==> src/rtl/ctrl_pkg.sv <==
`default_nettype none
// ============================================================================
//  Module      : ctrl_pkg
//  Description : Shared opcodes, ALU operation encoding and FSM state type
//                for the RV32I multicycle controller.
//  Revision    : 1.0 - initial release
// ============================================================================
package ctrl_pkg;

    // RV32I major opcodes handled by the controller
    localparam logic [6:0] C_OP_R   = 7'b0110011;
    localparam logic [6:0] C_OP_I   = 7'b0010011;
    localparam logic [6:0] C_OP_LW  = 7'b0000011;
    localparam logic [6:0] C_OP_SW  = 7'b0100011;
    localparam logic [6:0] C_OP_BEQ = 7'b1100011;

    // ALU operation encoding shared with the datapath
    localparam logic [3:0] C_ALU_AND = 4'b0000;
    localparam logic [3:0] C_ALU_OR  = 4'b0001;
    localparam logic [3:0] C_ALU_ADD = 4'b0010;
    localparam logic [3:0] C_ALU_XOR = 4'b0101;
    localparam logic [3:0] C_ALU_SUB = 4'b0110;
    localparam logic [3:0] C_ALU_SLT = 4'b0111;
    localparam logic [3:0] C_ALU_SLL = 4'b1000;
    localparam logic [3:0] C_ALU_SRL = 4'b1001;
    localparam logic [3:0] C_ALU_SRA = 4'b1010;

    // Controller states
    typedef enum logic [2:0] {
        S_FETCH  = 3'd0,
        S_DECODE = 3'd1,
        S_EXEC   = 3'd2,
        S_MEM    = 3'd3,
        S_WB     = 3'd4,
        S_HALT   = 3'd5,
        S_TRAP   = 3'd6
    } state_t;

endpackage
`default_nettype wire

==> src/rtl/alu_decoder.sv <==
`default_nettype none
// ============================================================================
//  Module      : alu_decoder
//  Description : Maps opcode/funct3/funct7[5] to the ALU operation and flags
//                any encoding the controller does not support.
//  Revision    : 1.0 - initial release
// ============================================================================
module alu_decoder
    import ctrl_pkg::*;
(
    input  logic [6:0] i_opcode,
    input  logic [2:0] i_funct3,
    input  logic       i_funct7_b5,
    output logic [3:0] o_alu_ctrl,
    output logic       o_illegal
);

    // Pure decode table; funct7[5] selects SUB only for R-type, SRA for both
    always_comb begin
        o_alu_ctrl = C_ALU_ADD;
        o_illegal  = 1'b0;
        case (i_opcode)
            C_OP_R, C_OP_I: begin
                case (i_funct3)
                    3'b000:  o_alu_ctrl = ((i_opcode == C_OP_R) && i_funct7_b5) ? C_ALU_SUB : C_ALU_ADD;
                    3'b001:  o_alu_ctrl = C_ALU_SLL;
                    3'b010:  o_alu_ctrl = C_ALU_SLT;
                    3'b100:  o_alu_ctrl = C_ALU_XOR;
                    3'b101:  o_alu_ctrl = i_funct7_b5 ? C_ALU_SRA : C_ALU_SRL;
                    3'b110:  o_alu_ctrl = C_ALU_OR;
                    3'b111:  o_alu_ctrl = C_ALU_AND;
                    default: o_illegal  = 1'b1;   // SLTU/SLTIU not supported
                endcase
            end
            C_OP_LW, C_OP_SW: o_alu_ctrl = C_ALU_ADD;
            C_OP_BEQ: begin
                o_alu_ctrl = C_ALU_SUB;
                o_illegal  = (i_funct3 != 3'b000);
            end
            default: o_illegal = 1'b1;
        endcase
    end

endmodule
`default_nettype wire

==> src/rtl/multicycle_ctrl.sv <==
`default_nettype none
// ============================================================================
//  Module      : multicycle_ctrl
//  Description : Multicycle control FSM for an RV32I subset datapath
//                (R, I-ALU, LW, SW, BEQ) with separate imem/dmem handshakes,
//                halt at instruction boundaries and a sticky illegal trap.
//  Revision    : 1.0 - initial release
// ============================================================================
module multicycle_ctrl
    import ctrl_pkg::*;
#(
    parameter int RET_W = 32
) (
    input  logic             clk,
    input  logic             rst,
    input  logic [31:0]      instr,
    input  logic             zero,
    output logic             imem_req,
    input  logic             imem_ack,
    output logic             ir_load,
    output logic             dmem_req,
    output logic             dmem_we,
    input  logic             dmem_ack,
    output logic             PCSrc,
    output logic             ALUSrc,
    output logic             RegWrite,
    output logic             MemtoReg,
    output logic [3:0]       ALUCtrl,
    output logic             loadPC,
    input  logic             halt_req,
    output logic             halted,
    output logic             trap,
    output logic [RET_W-1:0] retired
);

    state_t           r_state;
    state_t           w_next;
    logic [RET_W-1:0] r_retired;

    logic [6:0] w_opcode;
    logic [3:0] w_dec_alu;
    logic       w_illegal;
    logic       w_is_lw;
    logic       w_is_sw;
    logic       w_is_beq;
    logic       w_use_imm;

    logic       w_imem_req, w_ir_load, w_dmem_req, w_dmem_we, w_pc_src;
    logic       w_alu_src, w_reg_write, w_mem_to_reg, w_load_pc, w_halted, w_trap;
    logic [3:0] w_alu_ctrl;

    assign w_opcode  = instr[6:0];
    assign w_is_lw   = (w_opcode == C_OP_LW);
    assign w_is_sw   = (w_opcode == C_OP_SW);
    assign w_is_beq  = (w_opcode == C_OP_BEQ);
    assign w_use_imm = (w_opcode == C_OP_I) || w_is_lw || w_is_sw;

    // instr[30] is funct7[5] for R-type and the SRAI select bit for I-type
    alu_decoder u_alu_decoder (
        .i_opcode    (w_opcode),
        .i_funct3    (instr[14:12]),
        .i_funct7_b5 (instr[30]),
        .o_alu_ctrl  (w_dec_alu),
        .o_illegal   (w_illegal)
    );

    // State register; reset aborts any instruction in flight
    always_ff @(posedge clk or posedge rst) begin
        if (rst) r_state <= S_FETCH;
        else     r_state <= w_next;
    end

    // Retired-instruction counter, bumped on the PC-update strobe, wraps
    always_ff @(posedge clk or posedge rst) begin
        if (rst)            r_retired <= '0;
        else if (w_load_pc) r_retired <= r_retired + 1'b1;
    end

    // Next-state and control outputs from current state and held IR
    always_comb begin
        w_next       = r_state;
        w_imem_req   = 1'b0;
        w_ir_load    = 1'b0;
        w_dmem_req   = 1'b0;
        w_dmem_we    = 1'b0;
        w_pc_src     = 1'b0;
        w_alu_src    = 1'b0;
        w_reg_write  = 1'b0;
        w_mem_to_reg = 1'b0;
        w_alu_ctrl   = 4'b0000;
        w_load_pc    = 1'b0;
        w_halted     = 1'b0;
        w_trap       = 1'b0;
        case (r_state)
            S_FETCH: begin
                if (halt_req) begin
                    w_next = S_HALT;
                end else begin
                    w_imem_req = 1'b1;
                    if (imem_ack) begin
                        w_ir_load = 1'b1;
                        w_next    = S_DECODE;
                    end
                end
            end
            S_DECODE: w_next = w_illegal ? S_TRAP : S_EXEC;
            S_EXEC: begin
                w_alu_src  = w_use_imm;
                w_alu_ctrl = w_dec_alu;
                if (w_is_beq) begin
                    w_load_pc = 1'b1;
                    w_pc_src  = zero;
                    w_next    = S_FETCH;
                end else if (w_is_lw || w_is_sw) begin
                    w_next = S_MEM;
                end else begin
                    w_next = S_WB;
                end
            end
            S_MEM: begin
                // ALU controls held so the address stays stable across waits
                w_alu_src  = w_use_imm;
                w_alu_ctrl = w_dec_alu;
                w_dmem_req = 1'b1;
                w_dmem_we  = w_is_sw;
                if (dmem_ack) begin
                    w_reg_write  = w_is_lw;
                    w_mem_to_reg = w_is_lw;
                    w_load_pc    = 1'b1;
                    w_next       = S_FETCH;
                end
            end
            S_WB: begin
                w_alu_src   = w_use_imm;
                w_alu_ctrl  = w_dec_alu;
                w_reg_write = 1'b1;
                w_load_pc   = 1'b1;
                w_next      = S_FETCH;
            end
            S_HALT: begin
                w_halted = 1'b1;
                if (!halt_req) w_next = S_FETCH;
            end
            S_TRAP:  w_trap = 1'b1;
            default: w_next = S_FETCH;
        endcase
    end

    // Outputs forced low while reset is asserted
    assign imem_req = w_imem_req   & ~rst;
    assign ir_load  = w_ir_load    & ~rst;
    assign dmem_req = w_dmem_req   & ~rst;
    assign dmem_we  = w_dmem_we    & ~rst;
    assign PCSrc    = w_pc_src     & ~rst;
    assign ALUSrc   = w_alu_src    & ~rst;
    assign RegWrite = w_reg_write  & ~rst;
    assign MemtoReg = w_mem_to_reg & ~rst;
    assign ALUCtrl  = rst ? 4'b0000 : w_alu_ctrl;
    assign loadPC   = w_load_pc    & ~rst;
    assign halted   = w_halted     & ~rst;
    assign trap     = w_trap       & ~rst;
    assign retired  = r_retired;

endmodule
`default_nettype wire
==> config.mk <==
export PLATFORM = sky130hd
export DESIGN_NAME = multicycle_ctrl
export DESIGN_NICKNAME = d
export VERILOG_FILES = /design/src/rtl/ctrl_pkg.sv /design/src/rtl/alu_decoder.sv /design/src/rtl/multicycle_ctrl.sv
export SDC_FILE = /design/constraint.sdc
export NUM_CORES = 1
export LEC_CHECK = 0
export BUFFER_PORTS_ARGS = -buffer_cell sky130_fd_sc_hd__buf_2
export CAP_MARGIN = 20
export CORE_ASPECT_RATIO = 1.4
export CORE_MARGIN = 1
export CORE_UTILIZATION = 44
export DETAILED_ROUTE_END_ITERATION = 6
export MAX_ROUTING_LAYER = met4
export PLACE_DENSITY = 0.82
export SYNTH_ARGS = -nofsm -noshare
export SYNTH_HDL_FRONTEND = slang
export SYNTH_HIERARCHICAL = 1
export SYNTH_SLANG_ARGS = --single-unit
==> constraint.sdc <==
create_clock -name clk -period 2 [get_ports clk]
set_input_delay 0.4 -clock clk [delete_from_list [all_inputs] [get_ports clk]]
set_output_delay 0.4 -clock clk [all_outputs]
set_load 0.02 [all_outputs]
# [Word-level counts from Yosys, hierarchy flattened]
# Index checks and enable logic that the tools add are counted.
[word_totals] regBits=35 inputBits=38 output_inout_bits=47
[classes] addsub=1 n_eq_ne=20 mux=34 n_bitwise=13 n_reduce_logical=12
[ops] cell="32-bit by 1-bit adder with 32-bit output, second input constant" count=1
[ops] cell="4-bit one-hot mux with 7 select lines" count=1
[ops] cell="3-bit 2-to-1 mux" count=8
[ops] cell="3-bit == test, second input constant" count=7
[ops] cell="3-bit one-hot mux with 6 select lines" count=1
[ops] cell="1-bit 2-to-1 mux" count=17
[ops] cell="7-bit by 6-bit == test with 1-bit output, second input constant" count=2
[ops] cell="1-bit bitwise AND" count=11
[ops] cell="3-bit by 2-bit == test with 1-bit output, second input constant" count=3
[ops] cell="4-bit 2-to-1 mux" count=2
[ops] cell="4-bit one-hot mux with 2 select lines" count=1
[ops] cell="7-bit by 2-bit == test with 1-bit output, second input constant" count=1
[ops] cell="7-bit by 5-bit == test with 1-bit output, second input constant" count=1
[ops] cell="7-bit == test, second input constant" count=1
[ops] cell="7-bit OR reduction" count=1
[ops] cell="3-bit by 1-bit == test with 1-bit output, second input constant" count=2
[ops] cell="3-bit logical NOT" count=2
[ops] cell="1-bit one-hot mux with 3 select lines" count=2
[ops] cell="2-bit inequality test, second input constant" count=2
[ops] cell="4-bit AND reduction" count=1
[ops] cell="2-bit OR reduction" count=2
[ops] cell="1-bit logical OR" count=3
[ops] cell="3-bit inequality test, second input constant" count=1
[ops] cell="3-bit nonzero test" count=1
[ops] cell="5 further kinds" count=6

# [Longest topological paths before layout]
[depth] ltp_word=7 mapped_depth=6 ltp_nobuf=6

# [By module]
# The synthesis kept the hierarchy.
[modules_own_cells] module="multicycle_ctrl" n_inst=1 cells_each=206 area_per_inst_um2=1998.2 seq_area_each_um2=875.8
[modules_own_cells] module="alu_decoder" n_inst=1 cells_each=20 area_per_inst_um2=133.9 seq_area_each_um2=0.0

# [Least setup slack after synthesis]
# OpenSTA, ideal clock, no wires.
[synth_path] kind="input -> output" from="input port rst" to="output port MemtoReg" t_arrival_ns=2.142 t_required_ns=1.600 setup_slack_ns=-0.542 cell_stages=4 cell_sequence="inv_1 > and3_1 > nand2_1 > nor3_1"
[synth_via] elab_chain_cells=2
[synth_rtl] item="start: declaration" line="multicycle_ctrl.sv:15" text="input logic rst,"
[synth_rtl] item="1-bit NOT" line="multicycle_ctrl.sv:157" text="assign MemtoReg = w_mem_to_reg & ~rst;"
[synth_rtl] item="1-bit bitwise AND" line="multicycle_ctrl.sv:157"
[synth_rtl] item="end: declaration" line="multicycle_ctrl.sv:27" text="output logic MemtoReg,"
# Every way passes these cells.

# [Worst setup path in the final report]
[layout_path] from="register r_state[1]" to="output port loadPC"
[layout_via] elab_chain_cells=3
[layout_rtl] item="start: declaration" line="multicycle_ctrl.sv:36" text="state_t r_state;"
[layout_rtl] item="start signal: assignment" line="multicycle_ctrl.sv:70" text="else r_state <= w_next;"
[layout_rtl] item="3-bit == test or 3-bit by 2-bit == test with 1-bit output (tied branches)" line="multicycle_ctrl.sv:94" text="case (r_state)"
[layout_rtl] item="1-bit one-hot mux with 3 select lines (*)" line="multicycle_ctrl.sv:94"
[layout_rtl] item="1-bit bitwise AND (*)" line="multicycle_ctrl.sv:159" text="assign loadPC = w_load_pc & ~rst;"
[layout_rtl] item="end: declaration" line="multicycle_ctrl.sv:29" text="output logic loadPC,"
# Every way passes the cells marked *; elsewhere a longest branch is shown, timed or not.

==> reports/qor.csv <==
metric;value;unit
status;finished with violations;
failing checks;setup timing;
total track usage;22.6;%
Slew HR;71.0;%
FF+latch count, synth;35;
CORE AREA;4610;sq um
Slew @ Worst Pin;435;ps
reg-to-reg critical path startpoint;r_state[1];
Storage cell area;877;sq um
Post-synth EDFFs;0;
Synth top area share;41.1;%
worst hold path class;input pin to async pin;
Vias;2045;
PnR worst setup slack;-33.1;ps
Mapped Cells;226;
Fill cells;393;
die area;5130;sq um
post-synthesis async set-or-reset flop share;100;%
Final nets;350;
HPWL after DPL;3750;um
Critical Path RT;1600;ps
final WL;5450;um
Antenna Cells;0;
flop-to-flop setup slack;70;ps
CP Capture Type;output port;
Finish-stage setup viols;8;
die height;84.4;um
first-pass GRT wire length;8560;um
Max clock buf depth;2;
Final Hold Viols;0;
maximum VDD drop;567;uV
GRT overflow;0;
Max-cap violations;0;
Post-synth top flop;dfrtp_1;
Critical Setup Path Class;flop to output port;
Ports;85;
multi-input logic area;1290;sq um
DRC Markers;0;
Site Rows;29;
clock slew at the register clock pins of the worst setup and hold paths;70;ps
Post-Syn Area;2130;sq um
Layout Skew;8.96;ps
Slew Viols, Final;0;
register area share after synthesis;41.1;%
drt via density;5.47;
Starting Density;46.3;%
post-synth top area cell;dfrtp_1;
final RePlAce weighted congestion;0.804;
RSZ-0062 raised after global routing;yes;
CTS root buffer;clkbuf_8;
capturing point of the worst reg2reg path;retired[29];
CTS Buf Count;5;
H-tree depth;2;
Die X;60.8;um
Crit Path Max Fanout;5;
crit path launch type;flop;
Clk Latency, worst-skew pair;290;ps
layout cells sized above 1;41.0;%
commonest non-fill, non-tap cell in the layout;buf_2;
CTS tree;done;
Fmax achieved;492;MHz
post-layout min period;2030;ps
Final Instance Area;2930;sq um
DRT iter0 DRCs;77;
Pre-antenna DRT Iters;4;
commonest non-fill, non-tap cells in the layout;55 x buf_2, 34 x dfrtp_1, 21 x buf_4, 20 x nand2_1, 19 x xnor2_1;
initial antenna violation count;0;
Port Buffers;63;
syn nets;265;
synth unique cells;53;
clk sinks;35;
P&R area growth vs syn;37.3;%
pre-CTS WS;42.5;ps
worst-case reg-to-reg path depth;8;
number of global-route vias before repair;1941;
ratio of final minimum period to clock period;102;%
crit path DAT;1630;ps
Area after DPL;2600;sq um
DR WL/cell;14.6;um
remaining antenna violation count;0;
LEAKAGE;0.00145;uW
Synth Warn #;6;
top cells by area, synth;dfrtp_1 41%, xnor2_1 7.8%, xor2_1 4.9%;
largest net degree at the start of global routing;36;
Avg Inst Size Synth;9.43;sq um
Power Density;953;nW/um^2
==> where the power goes <==
| part | internal [uW] | leakage [uW] | switching, uW | total, uW |
|---|---|---|---|---|
| logic | 552 | 0.000922 | 652 | 1200 |
| registers | 797 | 0.000464 | 140 | 937 |
| clock network | 403 | 0.0000612 | 246 | 648 |
| total | 1750 | 0.00145 | 1040 | 2790 |
==> state kept, by name, summed over array words and instances (netlist names) <==
| name | cells |
|---|---|
| retired | 32 |
| r_state | 3 |
==> cells in the mapped netlist (all sizes together) (3+ instances only) <==
master and count:
a21oi 5, o21ai 7, xnor2 19, inv 11, clkbuf 4, nor4 6, nor2 17, and3 10
and4 5, nand4 9, xor2 12, nor3 8, and4bb 3, and2 7, nand2 22, dfrtp 35
nand3 15, nor3b 3
==> per-stage QoR <==
step / std cells / util, % / hold WS [ps] / total power, uW / setup TNS [ps]
finish: 374 / 63.5 / 358 / 2790 / -73.8
global route: 374 / 63.5 / 410 / 2940 / -812
CTS: 371 / 61.8 / 341 / 2700 / -102
detailed placement: 357 / 56.5 / 478 / 1860 / 0
global placement: 357 / 56.5 / 456 / 1830 / 0
floorplan: 226 / - / 352 / 1550 / -133
==> cell families after synthesis <==
group,Yosys count,share of synthesized area (%)
AO/OA/AOI/OAI,22,7.51
adder cells (fa/ha/maj),1,0.587
AND/OR/NAND/NOR,118,33.9
buffers and inverters,17,3.23
multiplexers,2,0.998
XOR/XNOR,31,12.7
flip-flops,35,41.1
==> cell type report <==
| class | count | share of cell area, % |
|---|---|---|
| Multi-Input combinational cell | 174 | 44.0 |
| Sequential cell | 35 | 30.0 |
| Timing Repair Buffer | 84 | 17.9 |
| Clock buffer | 6 | 2.82 |
| Tap cell | 62 | 2.65 |
| Inverter | 11 | 1.54 |
| Clock inverter | 2 | 1.20 |
==> routing by layer <==
metal,GRT usage [%],wire (um)
met5,-,0
met4,8.68,127
met3,4.31,243
met2,39.2,2910
met1,24.6,2170
==> worst max-delay path by stage <==
stage	startpoint	endpoint	slack [ps]	cells after the start
2_1_floorplan	rst	MemtoReg	-130	4
3_3_place_gp	instr[2]	ALUCtrl[1]	60	6
3_5_place_dp	instr[2]	ALUCtrl[1]	40	6
4_1_cts	r_state[1]	ALUCtrl[0]	-20	6
5_1_grt	r_state[0]	ALUCtrl[2]	-120	6
6_report	r_state[1]	loadPC	-30	6
==> critical path, cell delays in order (launching register included) <==
cell and delay, ps:
dfrtp_2 450, buf_6 130, nor3b_4 230, nand2b_4 180, or2_4 120, and2_4 130, buf_6 110
==> timing repair <==
action | in CTS | in global routing
buffers inserted | 6 | 3
resized for setup | 25 | 14
hold endpoints to repair | 0 | 0
hold buffers | 0 | 0
gates cloned | 0 | 0
endpoints found under the setup margin | 9 | 14
pin swaps | 9 | 6
Note: power is estimated with default switching activity, not from simulation.
